==> src/rtl/sim_monitor_pkg.sv <==
// sim_monitor_pkg: shared types for the end-of-test monitor.
//   ch_state_e : per-channel FSM encoding (also exported on ch_state for debug)
//   ST_*       : encodings of the 2-bit status output
//   chw()      : width of a channel index, never below 1 bit
package sim_monitor_pkg;

  typedef enum logic [2:0] {
    RUN    = 3'd0,
    SETTLE = 3'd1,
    PASS   = 3'd2,
    FAIL   = 3'd3,
    HANG   = 3'd4
  } ch_state_e;

  localparam logic [1:0] ST_RUN  = 2'b00;
  localparam logic [1:0] ST_PASS = 2'b01;
  localparam logic [1:0] ST_FAIL = 2'b10;
  localparam logic [1:0] ST_HANG = 2'b11;

  function automatic int chw(input int n);
    return (n <= 1) ? 1 : $clog2(n);
  endfunction

endpackage

==> src/rtl/sim_monitor_if.sv <==
// sim_monitor_if: signature inputs and verdict outputs of the monitor.
//   Inputs : ch_done, ch_pass, ch_commit (one bit per channel), ch_testnum
//   Outputs: finish, status, fail_ch, fail_testnum, cycle_cnt, instret, ch_state
// Per-channel vectors are packed [NUM_CH-1:0][W-1:0], so channel i sits at
// bits [i*W +: W] of the flattened vector.
// Modports: slave = monitor side, master = bench/driver side.
interface sim_monitor_if #(
  parameter int NUM_CH = 1,
  parameter int XLEN   = 64,
  parameter int CNT_W  = 32
);
  localparam int CHW = sim_monitor_pkg::chw(NUM_CH);

  logic [NUM_CH-1:0]            ch_done;
  logic [NUM_CH-1:0]            ch_pass;
  logic [NUM_CH-1:0]            ch_commit;
  logic [NUM_CH-1:0][XLEN-1:0]  ch_testnum;

  logic                         finish;
  logic [1:0]                   status;
  logic [CHW-1:0]               fail_ch;
  logic [XLEN-1:0]              fail_testnum;
  logic [CNT_W-1:0]             cycle_cnt;
  logic [NUM_CH-1:0][CNT_W-1:0] instret;
  logic [NUM_CH-1:0][2:0]       ch_state;

  modport slave (
    input  ch_done, ch_pass, ch_commit, ch_testnum,
    output finish, status, fail_ch, fail_testnum, cycle_cnt, instret, ch_state
  );

  modport master (
    output ch_done, ch_pass, ch_commit, ch_testnum,
    input  finish, status, fail_ch, fail_testnum, cycle_cnt, instret, ch_state
  );

endinterface

==> src/rtl/sim_monitor_ch.sv <==
// sim_monitor_ch: one monitored hart.
//   clk, rst      : clock, async active-low reset
//   freeze_i      : global finish; holds every register
//   done_i/pass_i : signature flags, testnum_i : x3 value
//   commit_i      : retire pulse
//   state_o       : ch_state_e encoding
//   instret_o     : saturating retire count
//   testnum_o     : testnum captured on the verdict / hang edge
module sim_monitor_ch
  import sim_monitor_pkg::*;
#(
  parameter int XLEN          = 64,
  parameter int CNT_W         = 32,
  parameter int SETTLE_CYCLES = 2,
  parameter int HANG_CYCLES   = 4096
) (
  input  logic             clk,
  input  logic             rst,
  input  logic             freeze_i,
  input  logic             done_i,
  input  logic             pass_i,
  input  logic             commit_i,
  input  logic [XLEN-1:0]  testnum_i,
  output logic [2:0]       state_o,
  output logic [CNT_W-1:0] instret_o,
  output logic [XLEN-1:0]  testnum_o
);

  localparam int              SW         = $clog2(SETTLE_CYCLES + 1);
  localparam logic [SW-1:0]   SETTLE_LIM = SW'(SETTLE_CYCLES);
  localparam logic [CNT_W-1:0] HANG_LIM  = CNT_W'(HANG_CYCLES);

  ch_state_e        state_q, state_d;
  logic [SW-1:0]    settle_q, settle_d;
  logic [CNT_W-1:0] idle_q, idle_d;
  logic [CNT_W-1:0] instret_q, instret_d;
  logic [XLEN-1:0]  tn_q, tn_d;

  always_comb begin
    state_d   = state_q;
    settle_d  = settle_q;
    idle_d    = idle_q;
    instret_d = instret_q;
    tn_d      = tn_q;
    if (!freeze_i) begin
      if (commit_i && instret_q != '1) instret_d = instret_q + CNT_W'(1);
      // idle keeps counting through SETTLE so a rejected glitch does not
      // hide a hang; only the check itself is limited to RUN
      if (state_q == RUN || state_q == SETTLE)
        idle_d = commit_i ? '0 : ((idle_q == '1) ? idle_q : idle_q + CNT_W'(1));
      case (state_q)
        RUN: begin
          if (done_i) begin
            if (SETTLE_CYCLES <= 1) begin
              state_d = pass_i ? PASS : FAIL;
              tn_d    = testnum_i;
            end else begin
              state_d  = SETTLE;
              settle_d = SW'(1);
            end
          end else if (HANG_CYCLES != 0 && idle_d >= HANG_LIM) begin
            state_d = HANG;
            tn_d    = testnum_i;
          end
        end
        SETTLE: begin
          if (!done_i) begin
            state_d = RUN;
          end else begin
            settle_d = settle_q + SW'(1);
            if (settle_d >= SETTLE_LIM) begin
              state_d = pass_i ? PASS : FAIL;
              tn_d    = testnum_i;
            end
          end
        end
        default: ;  // terminal states hold until reset
      endcase
    end
  end

  always_ff @(posedge clk or negedge rst) begin
    if (!rst) begin
      state_q   <= RUN;
      settle_q  <= '0;
      idle_q    <= '0;
      instret_q <= '0;
      tn_q      <= '0;
    end else begin
      state_q   <= state_d;
      settle_q  <= settle_d;
      idle_q    <= idle_d;
      instret_q <= instret_d;
      tn_q      <= tn_d;
    end
  end

  assign state_o   = state_q;
  assign instret_o = instret_q;
  assign testnum_o = tn_q;

endmodule

==> src/rtl/sim_monitor.sv <==
// sim_monitor: end-of-test monitor for NUM_CH harts.
//   clk, rst : bench clock, async active-low reset
//   mon      : sim_monitor_if.slave (signature inputs, sticky verdict outputs)
// Holds the global cycle counter, the verdict priority encoder and the
// sticky finish register; per-hart logic lives in sim_monitor_ch.
module sim_monitor
  import sim_monitor_pkg::*;
#(
  parameter int XLEN           = 64,
  parameter int NUM_CH         = 1,
  parameter int CNT_W          = 32,
  parameter int SETTLE_CYCLES  = 2,
  parameter int HANG_CYCLES    = 4096,
  parameter int TIMEOUT_CYCLES = 1000000,
  parameter int STOP_ON_FAIL   = 1
) (
  input logic         clk,
  input logic         rst,
  sim_monitor_if.slave mon
);

  localparam int               CHW    = chw(NUM_CH);
  localparam logic [CNT_W-1:0] TO_LIM = CNT_W'(TIMEOUT_CYCLES - 1);

  logic [NUM_CH-1:0][2:0]       st;
  logic [NUM_CH-1:0][CNT_W-1:0] ins;
  logic [NUM_CH-1:0][XLEN-1:0]  tn;

  logic             finish_q, finish_d;
  logic [1:0]       status_q, status_d;
  logic [CHW-1:0]   fail_ch_q, fail_ch_d;
  logic [XLEN-1:0]  fail_tn_q, fail_tn_d;
  logic [CNT_W-1:0] cycle_q, cycle_d;

  logic             any_fail, any_hang, all_term, to_hit, trig;
  logic [CHW-1:0]   f_idx, h_idx;
  logic [XLEN-1:0]  f_tn, h_tn;

  for (genvar g = 0; g < NUM_CH; g++) begin : g_ch
    sim_monitor_ch #(
      .XLEN(XLEN), .CNT_W(CNT_W),
      .SETTLE_CYCLES(SETTLE_CYCLES), .HANG_CYCLES(HANG_CYCLES)
    ) u_ch (
      .clk      (clk),
      .rst      (rst),
      .freeze_i (finish_q),
      .done_i   (mon.ch_done[g]),
      .pass_i   (mon.ch_pass[g]),
      .commit_i (mon.ch_commit[g]),
      .testnum_i(mon.ch_testnum[g]),
      .state_o  (st[g]),
      .instret_o(ins[g]),
      .testnum_o(tn[g])
    );
  end

  always_comb begin
    any_fail = 1'b0;
    any_hang = 1'b0;
    all_term = 1'b1;
    f_idx    = '0;
    h_idx    = '0;
    f_tn     = '0;
    h_tn     = '0;
    // scan downwards so the lowest index is the last one written
    for (int i = NUM_CH - 1; i >= 0; i--) begin
      if (st[i] == FAIL) begin any_fail = 1'b1; f_idx = CHW'(i); f_tn = tn[i]; end
      if (st[i] == HANG) begin any_hang = 1'b1; h_idx = CHW'(i); h_tn = tn[i]; end
      if (st[i] == RUN || st[i] == SETTLE) all_term = 1'b0;
    end
    to_hit = (TIMEOUT_CYCLES != 0) && (cycle_q == TO_LIM);
    trig   = all_term || ((STOP_ON_FAIL != 0) && (any_fail || any_hang)) || to_hit;

    finish_d  = finish_q;
    status_d  = status_q;
    fail_ch_d = fail_ch_q;
    fail_tn_d = fail_tn_q;
    cycle_d   = cycle_q;
    if (!finish_q) begin
      // the timeout edge must not advance the counter past TIMEOUT_CYCLES-1
      if (!to_hit && cycle_q != '1) cycle_d = cycle_q + CNT_W'(1);
      if (trig) begin
        finish_d = 1'b1;
        if (any_fail) begin
          status_d  = ST_FAIL;
          fail_ch_d = f_idx;
          fail_tn_d = f_tn;
        end else if (any_hang) begin
          status_d  = ST_HANG;
          fail_ch_d = h_idx;
          fail_tn_d = h_tn;
        end else if (to_hit) begin
          status_d  = ST_HANG;
        end else begin
          status_d  = ST_PASS;
        end
      end
    end
  end

  always_ff @(posedge clk or negedge rst) begin
    if (!rst) begin
      finish_q  <= 1'b0;
      status_q  <= ST_RUN;
      fail_ch_q <= '0;
      fail_tn_q <= '0;
      cycle_q   <= '0;
    end else begin
      finish_q  <= finish_d;
      status_q  <= status_d;
      fail_ch_q <= fail_ch_d;
      fail_tn_q <= fail_tn_d;
      cycle_q   <= cycle_d;
    end
  end

  assign mon.finish       = finish_q;
  assign mon.status       = status_q;
  assign mon.fail_ch      = fail_ch_q;
  assign mon.fail_testnum = fail_tn_q;
  assign mon.cycle_cnt    = cycle_q;
  assign mon.instret      = ins;
  assign mon.ch_state     = st;

endmodule

==> src/flat_wrapper.sv <==
// flat-port wrapper written by rule: the top's interface ports become plain ports
module sim_monitor_flat import sim_monitor_pkg::*;
#(
  parameter int XLEN           = 64,
  parameter int NUM_CH         = 1,
  parameter int CNT_W          = 32,
  parameter int SETTLE_CYCLES  = 2,
  parameter int HANG_CYCLES    = 4096,
  parameter int TIMEOUT_CYCLES = 1000000,
  parameter int STOP_ON_FAIL   = 1
)
  (clk, rst, mon_ch_done, mon_ch_pass, mon_ch_commit, mon_ch_testnum, mon_finish, mon_status, mon_fail_ch, mon_fail_testnum, mon_cycle_cnt, mon_instret, mon_ch_state);
  sim_monitor_if #(.NUM_CH(NUM_CH), .XLEN(XLEN), .CNT_W(CNT_W)) mon_i ();
  input logic clk;
  input logic rst;
  input wire logic [$bits(mon_i.ch_done)-1:0] mon_ch_done;
  input wire logic [$bits(mon_i.ch_pass)-1:0] mon_ch_pass;
  input wire logic [$bits(mon_i.ch_commit)-1:0] mon_ch_commit;
  input wire logic [$bits(mon_i.ch_testnum)-1:0] mon_ch_testnum;
  output wire logic [$bits(mon_i.finish)-1:0] mon_finish;
  output wire logic [$bits(mon_i.status)-1:0] mon_status;
  output wire logic [$bits(mon_i.fail_ch)-1:0] mon_fail_ch;
  output wire logic [$bits(mon_i.fail_testnum)-1:0] mon_fail_testnum;
  output wire logic [$bits(mon_i.cycle_cnt)-1:0] mon_cycle_cnt;
  output wire logic [$bits(mon_i.instret)-1:0] mon_instret;
  output wire logic [$bits(mon_i.ch_state)-1:0] mon_ch_state;
  assign mon_i.ch_done = mon_ch_done;
  assign mon_i.ch_pass = mon_ch_pass;
  assign mon_i.ch_commit = mon_ch_commit;
  assign mon_i.ch_testnum = mon_ch_testnum;
  assign mon_finish = mon_i.finish;
  assign mon_status = mon_i.status;
  assign mon_fail_ch = mon_i.fail_ch;
  assign mon_fail_testnum = mon_i.fail_testnum;
  assign mon_cycle_cnt = mon_i.cycle_cnt;
  assign mon_instret = mon_i.instret;
  assign mon_ch_state = mon_i.ch_state;
  sim_monitor #(.XLEN(XLEN), .NUM_CH(NUM_CH), .CNT_W(CNT_W), .SETTLE_CYCLES(SETTLE_CYCLES), .HANG_CYCLES(HANG_CYCLES), .TIMEOUT_CYCLES(TIMEOUT_CYCLES), .STOP_ON_FAIL(STOP_ON_FAIL)) u_core (.clk(clk), .rst(rst), .mon(mon_i));
endmodule
==> config.mk <==
export PLATFORM = sky130hd
export DESIGN_NAME = sim_monitor_flat
export DESIGN_NICKNAME = d
export VERILOG_FILES = /design/src/rtl/sim_monitor_pkg.sv /design/src/rtl/sim_monitor_if.sv /design/src/rtl/sim_monitor_ch.sv /design/src/rtl/sim_monitor.sv /design/src/flat_wrapper.sv
export SDC_FILE = /design/constraint.sdc
export NUM_CORES = 1
export LEC_CHECK = 0
export BUFFER_PORTS_ARGS = -buffer_cell sky130_fd_sc_hd__buf_4
export CORE_ASPECT_RATIO = 1.75
export CORE_MARGIN = 2
export CORE_UTILIZATION = 52
export CTS_BUF_LIST = sky130_fd_sc_hd__clkbuf_8
export CTS_CLUSTER_DIAMETER = 120
export CTS_CLUSTER_SIZE = 20
export DETAILED_ROUTE_END_ITERATION = 6
export GPL_TIMING_DRIVEN = 0
export PLACE_DENSITY = 0.8
export SYNTH_ARGS = -nofsm -noshare
export SYNTH_HDL_FRONTEND = slang
export SYNTH_SLANG_ARGS = --single-unit
==> constraint.sdc <==
create_clock -name clk -period 3.7 [get_ports clk]
set_input_delay 0.74 -clock clk [delete_from_list [all_inputs] [get_ports clk]]
set_output_delay 0.74 -clock clk [all_outputs]
set_load 0.05 [all_outputs]
---- Word level (Yosys, flattened, before mapping) ----
Index checks and enable logic that the tools add are counted.
storage, ports and cells
  flip-flop bits (word level) ............. 233
  output and inout bits ................... 135
operators by class
  add/subtract/negate cells ............... 4
  magnitude comparators ................... 2
  equality and inequality tests ........... 14
  muxes and demuxes ....................... 32
  bitwise operators ....................... 1
  reduce and logical (&&, ||, !) cells .... 17
operators with widths
  cell                                                    number
  2-to-1 mux 64 bit                                       8
  2-to-1 mux 32 bit                                       4
  case mux 64 bit (2 select lines)                        1
  adder 32 x 1 -> 32 bit (second input constant)          3
  != test 32 bit (second input constant)                  2
  == test 32 x 20 -> 1 bit (second input constant)        1
  == test 32 bit (second input constant)                  1
  >= comparator 32 x 13 -> 1 bit (second input constant)  1
  2-to-1 mux 3 bit                                        4
  2-to-1 mux 2 bit                                        5
  != test 2 bit (second input constant)                   5
  2-to-1 mux 1 bit                                        8
  AND reduction 4 bit                                     2
  != test 3 bit (second input constant)                   2
  case mux 3 bit (2 select lines)                         1
  AND reduction 2 bit                                     3
  AND reduction 6 bit                                     1
  logical OR 1 bit                                        4
  case mux 2 bit (2 select lines)                         1
  nonzero test 2 bit                                      2
  == test 3 x 1 -> 1 bit (second input constant)          1
  == test 3 x 2 -> 1 bit (second input constant)          1
  == test 3 bit (second input constant)                   1
  zero test 3 bit                                         1
  other kinds (6)                                         7

---- Depth between registers and ports, before layout ----
Gate-level depths: netlist of run 1.
  depth after elaboration ................. 9
  gate-level depth with buffers ........... 11
  gate-level depth less buffers ........... 9

---- Cells and area by module ----
Synthesis of run 1 repeated with hierarchy kept, for this count alone.
second synthesis, totals
  cell total of the unflattened synthesis .. 887
  area total of the unflattened synthesis .. 10,562.6 sq um
by module, submodules not included
  module          times used  cells each  area each (sq um)
  sim_monitor_ch  1           572         6,376.1
  sim_monitor     1           315         4,186.5

---- Worst setup path after synthesis of run 1 ----
Ideal clock, no wire load.
  kind .................................... register to register
  start ................................... register u_core.g_ch[0].u_ch.state_q[2]
  end ..................................... register u_core.g_ch[0].u_ch.tn_q[10]
  data arrival time ....................... 3.266 ns
  slack ................................... 0.309 ns
  stages on the path, launching flop included .. 11
  buffers on the path ..................... 2
  period minus slack after synthesis ...... 3.391 ns
  path through ............................ dfrtp_1 > clkbuf_1 > nor2_1 > nand4_1 > a311oi_1 > mux2_2 > a2111oi_0 > nor4b_2 > o22ai_4 > buf_6 > mux2_4
between the ends
  cells in the longest elaborated chain, start to end .. 7
RTL lines
  element                                                    line                                        source
  start: declaration                                         sim_monitor_ch.sv:33                        ch_state_e state_q, state_d;
  start signal: assignment                                   sim_monitor_ch.sv:90                        state_q <= state_d;
  == test 3 x 1 -> 1 bit or zero test 3 bit (tied branches)  sim_monitor_ch.sv:49, sim_monitor_ch.sv:51
  logical OR 1 bit                                           sim_monitor_ch.sv:49                        if (state_q == RUN || state_q == SETTLE)
  2-to-1 mux 32 bit                                          sim_monitor_ch.sv:49
  2-to-1 mux 32 bit                                          sim_monitor_ch.sv:45                        if (!freeze_i) begin
  >= comparator 32 x 13 -> 1 bit                             sim_monitor_ch.sv:61                        end else if (HANG_CYCLES != 0 && idle_d >= HANG_LIM) begin
  != test 2 bit (no line)                                    -
  AND reduction 6 bit (no line)                              -
  end signal: assignment                                     sim_monitor_ch.sv:94                        tn_q <= tn_d;
  end: declaration                                           sim_monitor_ch.sv:37                        logic [XLEN-1:0] tn_q, tn_d;
Parallel ways exist; a longest one is shown, timed or not. The select of a mux whose other input is x is not followed.
A chain may end at the register's enable or synchronous reset.

---- Worst setup path in the final report of run 1 ----
  start ................................... register u_core.g_ch[0].u_ch.idle_q[25]
  end ..................................... register u_core.g_ch[0].u_ch.tn_q[40]
between the ends
  cells in the longest elaborated chain, start to end .. 8
RTL lines
  element                                                   line                  source
  start: declaration                                        sim_monitor_ch.sv:35  logic [CNT_W-1:0] idle_q, idle_d;
  start signal: assignment                                  sim_monitor_ch.sv:92  idle_q <= idle_d;
  adder 32 x 1 -> 32 bit or == test 32 bit (tied branches)  sim_monitor_ch.sv:50  idle_d = commit_i ? '0 : ((idle_q == '1) ? idle_q : idle_q + CNT_W'(1));
  2-to-1 mux 32 bit (2 in series)                           sim_monitor_ch.sv:50
  2-to-1 mux 32 bit *                                       sim_monitor_ch.sv:49
  2-to-1 mux 32 bit *                                       sim_monitor_ch.sv:45
  >= comparator 32 x 13 -> 1 bit *                          sim_monitor_ch.sv:61
  != test 2 bit (no line) *                                 -
  AND reduction 6 bit (no line) *                           -
Mark *: on every way between the ends. The rest lies on a longest branch, timed or not. The select of a mux whose other input is x is not followed.

==> results of run 1 <==
## logic make-up (layout without fill, tap and decap cells)
group,count (synthesis),after routing,share of synthesized area
mux,133,133,0.1602
other cells,1,1,0.0003495
compound gates,109,109,0.06717
xor+xnor,69,69,0.05632
fa+ha+maj,3,3,0.003499
simple gates,288,288,0.1491
flops,232,232,0.5410
buf+inv,49,272,0.02227
## final timing paths
path                                                  start                                 to  slack, ns
setup / recovery             u_core.g_ch[0].u_ch.idle_q[25]  u_core.g_ch[0].u_ch.testnum_o[40]       0.11
hold / removal                                          rst  u_core.g_ch[0].u_ch.testnum_o[43]       0.27
setup reg to reg             u_core.g_ch[0].u_ch.idle_q[25]  u_core.g_ch[0].u_ch.testnum_o[40]       0.11
hold reg to reg            u_core.g_ch[0].u_ch.testnum_o[2]   u_core.g_ch[0].u_ch.testnum_o[2]       0.50
max in group asynchronous                               rst           u_core.mon.cycle_cnt[16]       2.35
min in group clk                         mon_ch_testnum[25]  u_core.g_ch[0].u_ch.testnum_o[25]       0.43
## sequential cells by signal, summed over array words and instances (netlist names), 2 cells and up
| signal | cells |
|---|---|
| u_core.g_ch.u_ch.testnum_o | 64 |
| u_core.mon.fail_testnum | 64 |
| u_core.g_ch.u_ch.idle_q | 32 |
| u_core.g_ch.u_ch.instret_o | 32 |
| u_core.mon.cycle_cnt | 32 |
| u_core.g_ch.u_ch.state_o | 3 |
| u_core.g_ch.u_ch.settle_q | 2 |
| u_core.mon.status | 2 |
## synth_stat cells, types with 15 or more instances
cell type / instances / share of area
mux2_2: 66 / 0.069
dfrtp_1: 232 / 0.54
nand4_1: 37 / 0.022
a21oi_1: 16 / 0.0075
xor2_1: 18 / 0.015
o21ai_0: 35 / 0.016
nor2_1: 43 / 0.015
nand3_1: 40 / 0.019
mux2_4: 60 / 0.084
and4_1: 16 / 0.013
and3_1: 15 / 0.0087
nand2_1: 70 / 0.024
clkbuf_1: 28 / 0.0098
xnor2_1: 51 / 0.042
## cells in the final DEF, fill, tap and decap left out, drive strengths merged, types with 4 or more instances in the layout
cell type,synthesis,routed
xor2,18,18
inv,9,10
a31oi,12,12
nor3,14,14
nor4b,4,4
mux2,130,130
and2,12,12
o21ai,35,35
and4,16,16
a211oi,6,6
nor4,13,13
or3,7,7
nor2,43,43
nand3,40,40
xnor2,51,51
and3,15,15
o31ai,11,11
or4,4,4
clkbuf,28,42
o41ai,6,6
buf,12,219
nand4,39,39
a21oi,16,16
nand2,70,70
dfrtp,232,232
## critical path, stage by stage, from the launching register on
cell and delay (ns):
dfrtp_1 0.50, and3_1 0.26, and3_1 0.25, clkbuf_2 0.25, a31oi_1 0.41, nand4_1 0.27
mux2i_1 0.31, nor4b_2 0.09, buf_4 0.15, o22ai_4 0.38, buf_6 0.27, mux2_4 0.31
## per-stage QoR
stage	hold slack (ns)	setup TNS, ns	utilization	worst slack (ns)
floorplan	0.4444	0	-	0.3087
global placement	0.4644	-16.93	0.6186	-0.2917
detailed placement	0.4720	-15.05	0.6203	-0.2638
CTS	0.3087	0	0.6331	0.05663
global route	0.3312	0	0.6360	0.01421
finish	0.2694	0	0.6360	0.1118
## power groups by stage
| stage | sequential, W | clock, W | combinational, W |
|---|---|---|---|
| floorplan | 0.00261 | 0 | 0.0000190 |
| global placement | 0.00259 | 0 | 0.000150 |
| detailed placement | 0.00259 | 0 | 0.000158 |
| CTS | 0.00255 | 0.00119 | 0.000159 |
| global route | 0.00255 | 0.00127 | 0.000170 |
| finish | 0.00255 | 0.00115 | 0.000154 |
## cell type report
class	count	area, um^2
fill	1607	7386
sequential	232	5806
multi-input combinational	603	4746
timing repair buffer	207	1582
tap	248	310.3
clock buffer	15	206.4
buffer	39	202.7
inverter	9	33.78
clock inverter	2	16.27
## routing by layer
layer,global-route usage,part of all wire
met1,0.2896,0.37
met2,0.4327,0.53
met3,0.04064,0.050
met4,0.1161,0.046
met5,0,0
## repair_timing
action                                  4_1_cts  5_1_grt
buffers inserted                              2        3
pin swaps                                     2        4
hold buffers                                  0        0
resized for setup                             5        8
cloned                                        0        0
endpoints found under the hold margin         0        0
endpoints found under the setup margin       64       64
==> results.tsv, run 1 <==
stage	metric	value	unit
placement	Final HPWL DP	20.04	mm
power_and_ir_drop	power per cell area	298.6	nW/um^2
worst_setup_path	CP startpoint kind	flop	
timing	RSZ-0062 raised after global routing	no	
synth	Syn Std Cell Area	10730	um^2
worst_setup_path	reg2reg path depth	11	
layout	Syn-to-layout area delta	20.24	%
worst_setup_path	WP data arrival	3.99	ns
placement	Inst Count DP	1334	
cts	CTS Buf Count	15	
power_and_ir_drop	Net Sw Frac	0.2260	
run_status	outcome	finished, violations left	
global_route	global-route wire length before repair	43.13	mm
power_and_ir_drop	Clk pwr share	0.299	
cts	Sink Count	232	
route	first-pass iteration count of the detailed router	7	
die	die width	112.6	um
placement	Routability Congestion	1.000	
route	Detail Route Antenna Nets	0	
route	Initial DRC Count	494	
cts	clk root buf	clkbuf_8	
global_route	Tot GR Track Use	0.2458	
timing	Slew Limit Fails	0	
cts	Clock Tree Buf Depth	3	
synth	ys flop type	dfrtp_1	
placement	PortBufs	201	
layout	Non-Filler Instances	1355	
power_and_ir_drop	P_int	0.002982	W
cts	CTS H-tree lvls	1	
route	vias after detailed routing	7865	
cts	Worst-path clk slew	0.13	ns
cts	clock tree from TritonCTS	yes	
power_and_ir_drop	Tot Pwr	0.003853	W
power_and_ir_drop	power share of the sequential group	0.661	
synth	EDFF count, synth	0	
global_route	GRT overflow	0	
run_status	failing checks	design-rule violations	
worst_setup_path	Setup crit end kind	flop	
power_and_ir_drop	NetSw	0.0008706	W
timing	Setup Viol. Count Final	0	
die	IO Pins	204	
timing	final worst path period need	3.588	ns
worst_hold_path	worst min-delay path class	in -> async	
timing	Worst Skew	0.03425	ns
timing	Rel. slew slack	0.3408	
global_route	vias in the first global route	8025	
die	Die H	194.0	um
route	WL/cell	20.01	um
die	Initial Util	0.5289	
placement	dpl cell area	12580	um^2
power_and_ir_drop	Comb power frac	0.040	
timing	Achievable Freq	278.7	MHz
die	CORE AREA	20290	um^2
synth	FFs w/ async S/R, synth	1.000	
layout	Antenna Cells	0	
synth	Avg Inst Size Synth	12.14	um^2
layout	share of cells above drive strength 1	0.3469	
global_route	initial antenna violation count	0	
worst_setup_path	Crit Path Class	reg -> reg	
layout	NumNets Final	1179	
power_and_ir_drop	peak supply drop	0.3109	mV
timing	Hold Fails Final Rpt	0	
die	# rows	69	
synth	post-synth cell types	64	
synth	register area share after synthesis	0.5410	
power_and_ir_drop	Leakage	6.211	nW
route	DR vias/cell	5.804	
global_route	largest net degree at the start of global routing	121	
synth	flops & latches, synth	232	
synth	syn nets	956	
layout	final instance area	12900	um^2
synth	Synth Warn #	0	
worst_setup_path	CP max FO	10	
timing	worst slew pin tran	0.9812	ns
timing	final period utilization	0.9698	
route	Post-Route WL	27.11	mm
worst_setup_path	critical path required time	4.10	ns
cts	Clock Latency Late Sink	0.52	ns
job	max capacitance violation total	0	
route	DRC errors left	1	
synth	cells after synthesis	884	
die	die area	21850	um^2
Note: power is estimated with default switching activity, not from simulation.
==> run 2: changes to the inputs <==
--- a/config.mk
+++ b/config.mk
@@ -5,16 +5,15 @@
 export SDC_FILE = /design/constraint.sdc
 export NUM_CORES = 1
 export LEC_CHECK = 0
-export BUFFER_PORTS_ARGS = -buffer_cell sky130_fd_sc_hd__buf_4
 export CORE_ASPECT_RATIO = 1.75
 export CORE_MARGIN = 2
 export CORE_UTILIZATION = 52
 export CTS_BUF_LIST = sky130_fd_sc_hd__clkbuf_8
-export CTS_CLUSTER_DIAMETER = 120
 export CTS_CLUSTER_SIZE = 20
 export DETAILED_ROUTE_END_ITERATION = 6
+export DONT_BUFFER_PORTS = 1
 export GPL_TIMING_DRIVEN = 0
-export PLACE_DENSITY = 0.8
+export PLACE_DENSITY = 0.71
 export SYNTH_ARGS = -nofsm -noshare
 export SYNTH_HDL_FRONTEND = slang
 export SYNTH_SLANG_ARGS = --single-unit
==> results.tsv, run 2 (same netlist as run 1, synthesis figures left out) <==
stage	metric	value	unit	change
timing	Hold Slack	-0.09356	ns	-0.3629 ns
timing	Achievable Freq	278.9	MHz	about the same
global_route	initial antenna violation count	1		+1
timing	final worst path period need	3.586	ns	-0.002457 ns
power_and_ir_drop	peak supply drop	0.4292	mV	+38%
die	die area	21850	um^2	unchanged
timing	Rel. slew slack	0.3423		+0.001507
layout	NumNets Final	995		-16%
worst_setup_path	CP cell instances	clkbuf_2 > or2_2 > clkbuf_1 > a31o_2 > or3_1 > xnor2_2 > nor4_4 > o22ai_4 > buf_12 > buf_6 > mux2_4		
job	max capacitance violation total	0		unchanged
route	Post-Route WL	26.86	mm	-0.92%
placement	dpl cell area	11040	um^2	-12%
worst_setup_path	critical path required time	4.11	ns	about the same
route	Detail Route Antenna Nets	0		unchanged
timing	RSZ-0062 raised after global routing	no		
global_route	met3 Use GR	0.06314		+0.02251
global_route	Tot GR Track Use	0.2492		+0.003340
worst_setup_path	CP max FO	10		unchanged
route	vias after detailed routing	7228		-8.1%
layout	most frequent cells in the layout	dfrtp_1, nand2_1, mux2_2		
global_route	met1 Track Usage GR	0.2753		-0.01428
die	die width	112.6	um	unchanged
worst_setup_path	Setup crit end kind	flop		
cts	CTS H-tree lvls	2		+1
cts	clock tree from TritonCTS	yes		
placement	PortBufs	0		-100%
run_status	outcome	finished, violations left		
worst_setup_path	Crit Path Class	reg -> reg		
global_route	met2 GRT Util	0.4347		+0.001996
layout	Syn-to-layout area delta	10.61	%	
global_route	GRT overflow	0		unchanged
die	# rows	69		unchanged
worst_setup_path	Crit-path slowest cell	dfrtp_2		
die	Initial Util	0.5289		unchanged
power_and_ir_drop	power per cell area	400.1	nW/um^2	+34%
layout	Antenna Cells	0		unchanged
cts	Clock Latency Late Sink	0.54	ns	+0.02 ns
die	CORE AREA	20290	um^2	unchanged
route	first-pass iteration count of the detailed router	7		unchanged
die	Die H	194.0	um	unchanged
timing	Hold Fails Final Rpt	170		+170
worst_setup_path	CP startpoint kind	flop		
layout	final instance area	11870	um^2	-8.0%
placement	Routability Congestion	0.9749		-2.5%
placement	Inst Count DP	1132		-15%
cts	clk root buf	clkbuf_8		
timing	worst slew pin tran	0.9790	ns	-0.002243 ns
die	IO Pins	204		unchanged
worst_hold_path	worst min-delay path class	in -> async		
worst_setup_path	Worst path max stage delay	0.51	ns	about the same
worst_setup_path	WP data arrival	3.99	ns	about the same
run_status	failing checks	negative hold slack		
worst_setup_path	r2r endpoint	u_core.g_ch[0].u_ch.testnum_o[41]		
worst_setup_path	capture point of the critical path	u_core.g_ch[0].u_ch.testnum_o[41]		
worst_setup_path	R2R Setup Slk	0.11	ns	about the same
global_route	largest net degree at the start of global routing	233		+93%
layout	commonest non-fill, non-tap cell in the layout	dfrtp_1		
cts	Worst-path clk slew	0.07	ns	-0.06 ns
placement	Final HPWL DP	19.10	mm	-4.7%
worst_setup_path	CP Launch Point	u_core.g_ch[0].u_ch.state_o[2]		
route	Initial DRC Count	372		-25%
cts	Clock Tree Buf Depth	3		unchanged
timing	Setup Viol. Count Final	0		unchanged
cts	CTS Buf Count	35		+20
worst_setup_path	RR Startpoint	u_core.g_ch[0].u_ch.state_o[2]		
route	WL/cell	22.46	um	+12%
power_and_ir_drop	Leakage	5.430	nW	-13%
route	DRC errors left	0		-1
global_route	vias in the first global route	7744		-3.5%
timing	Worst Skew	0.03113	ns	-0.003122 ns
layout	share of cells above drive strength 1	0.2289		-0.1180
route	DR vias/cell	6.043		+4.1%
layout	Non-Filler Instances	1196		-12%
cts	Sink Count	232		unchanged
global_route	most used routing layer	met2		
timing	Slew Limit Fails	0		unchanged
global_route	global-route wire length before repair	43.03	mm	-0.22%
timing	final period utilization	0.9691		about the same
worst_setup_path	reg2reg path depth	11		unchanged
==> run 2: cell types whose count changed in the layout (fill, tap and decap cells not counted), sizes merged <==
cell and delta:
clkinv +2, clkbuf +31, inv +9, buf -205
bufinv +1, clkinvlp +3
==> run 2: timing repair <==
action	CTS	global route
pin swaps	1	0
hold endpoints to repair	232	232
endpoints found under the setup margin	64	63
setup buffers	2	0
resized for setup	8	9
==> run 2: area by class of cell <==
type	instances	area, um^2
fill	1688	8419
buffer	40	207.7
multi-input combinational	603	4755
clock buffer	45	619.3
tap	248	310.3
timing repair buffer	2	27.53
inverter	9	33.78
clock inverter	17	107.6
sequential	232	5808
==> run 2: worst min path at each step <==
| stage | startpoint | end | slack [ns] | cells after the start |
|---|---|---|---|---|
| CTS | rst | u_core.g_ch[0].u_ch.idle_q[21] | -0.12 | 0 |
| detailed placement | rst | u_core.mon.fail_testnum[44] | 0.45 | 0 |
| floorplan | rst | u_core.g_ch[0].u_ch.idle_q[0] | 0.44 | 0 |
| global placement | rst | u_core.mon.fail_testnum[44] | 0.45 | 0 |
| finish | rst | u_core.mon.fail_testnum[45] | -0.09 | 0 |
| global route | rst | u_core.g_ch[0].u_ch.testnum_o[44] | -0.12 | 0 |
==> run 2: metal layers <==
metal  vias up  share of wire
met2       251           0.53
met5         -        0.00041
li1       3284              -
met1      3606           0.35
met3        85          0.064
met4         2          0.050
==> run 2: worst max-delay path: cells and delay by family, from the launching register on <==
kind | cells | cell delay [ns]
multiplexers | 1 | 0.31
AO/OA/AOI/OAI | 2 | 0.48
flip-flops | 1 | 0.51
AND/OR/NAND/NOR | 3 | 1.13
buffers and inverters | 4 | 0.79
XOR/XNOR | 1 | 0.21
==> run 2: where the power goes <==
part           leakage (nW)   total, W  switching (W)  internal (W)
logic                  1.86  0.0000247      0.0000150    0.00000973
clock network         0.399    0.00216       0.000993       0.00117
registers              3.17    0.00257      0.0000235       0.00254
total                  5.43    0.00475        0.00103       0.00372
==> run 2: through the flow <==
step                total power, W  TNS (ns)  setup WS (ns)    util
floorplan                 0.002629         0         0.3087       -
global placement          0.002634    -30.18        -0.5021  0.5442
detailed placement        0.002635    -24.33        -0.4145  0.5442
CTS                       0.004805         0        0.05266  0.5837
global route              0.004910         0       0.003708  0.5850
finish                    0.004749         0         0.1143  0.5850
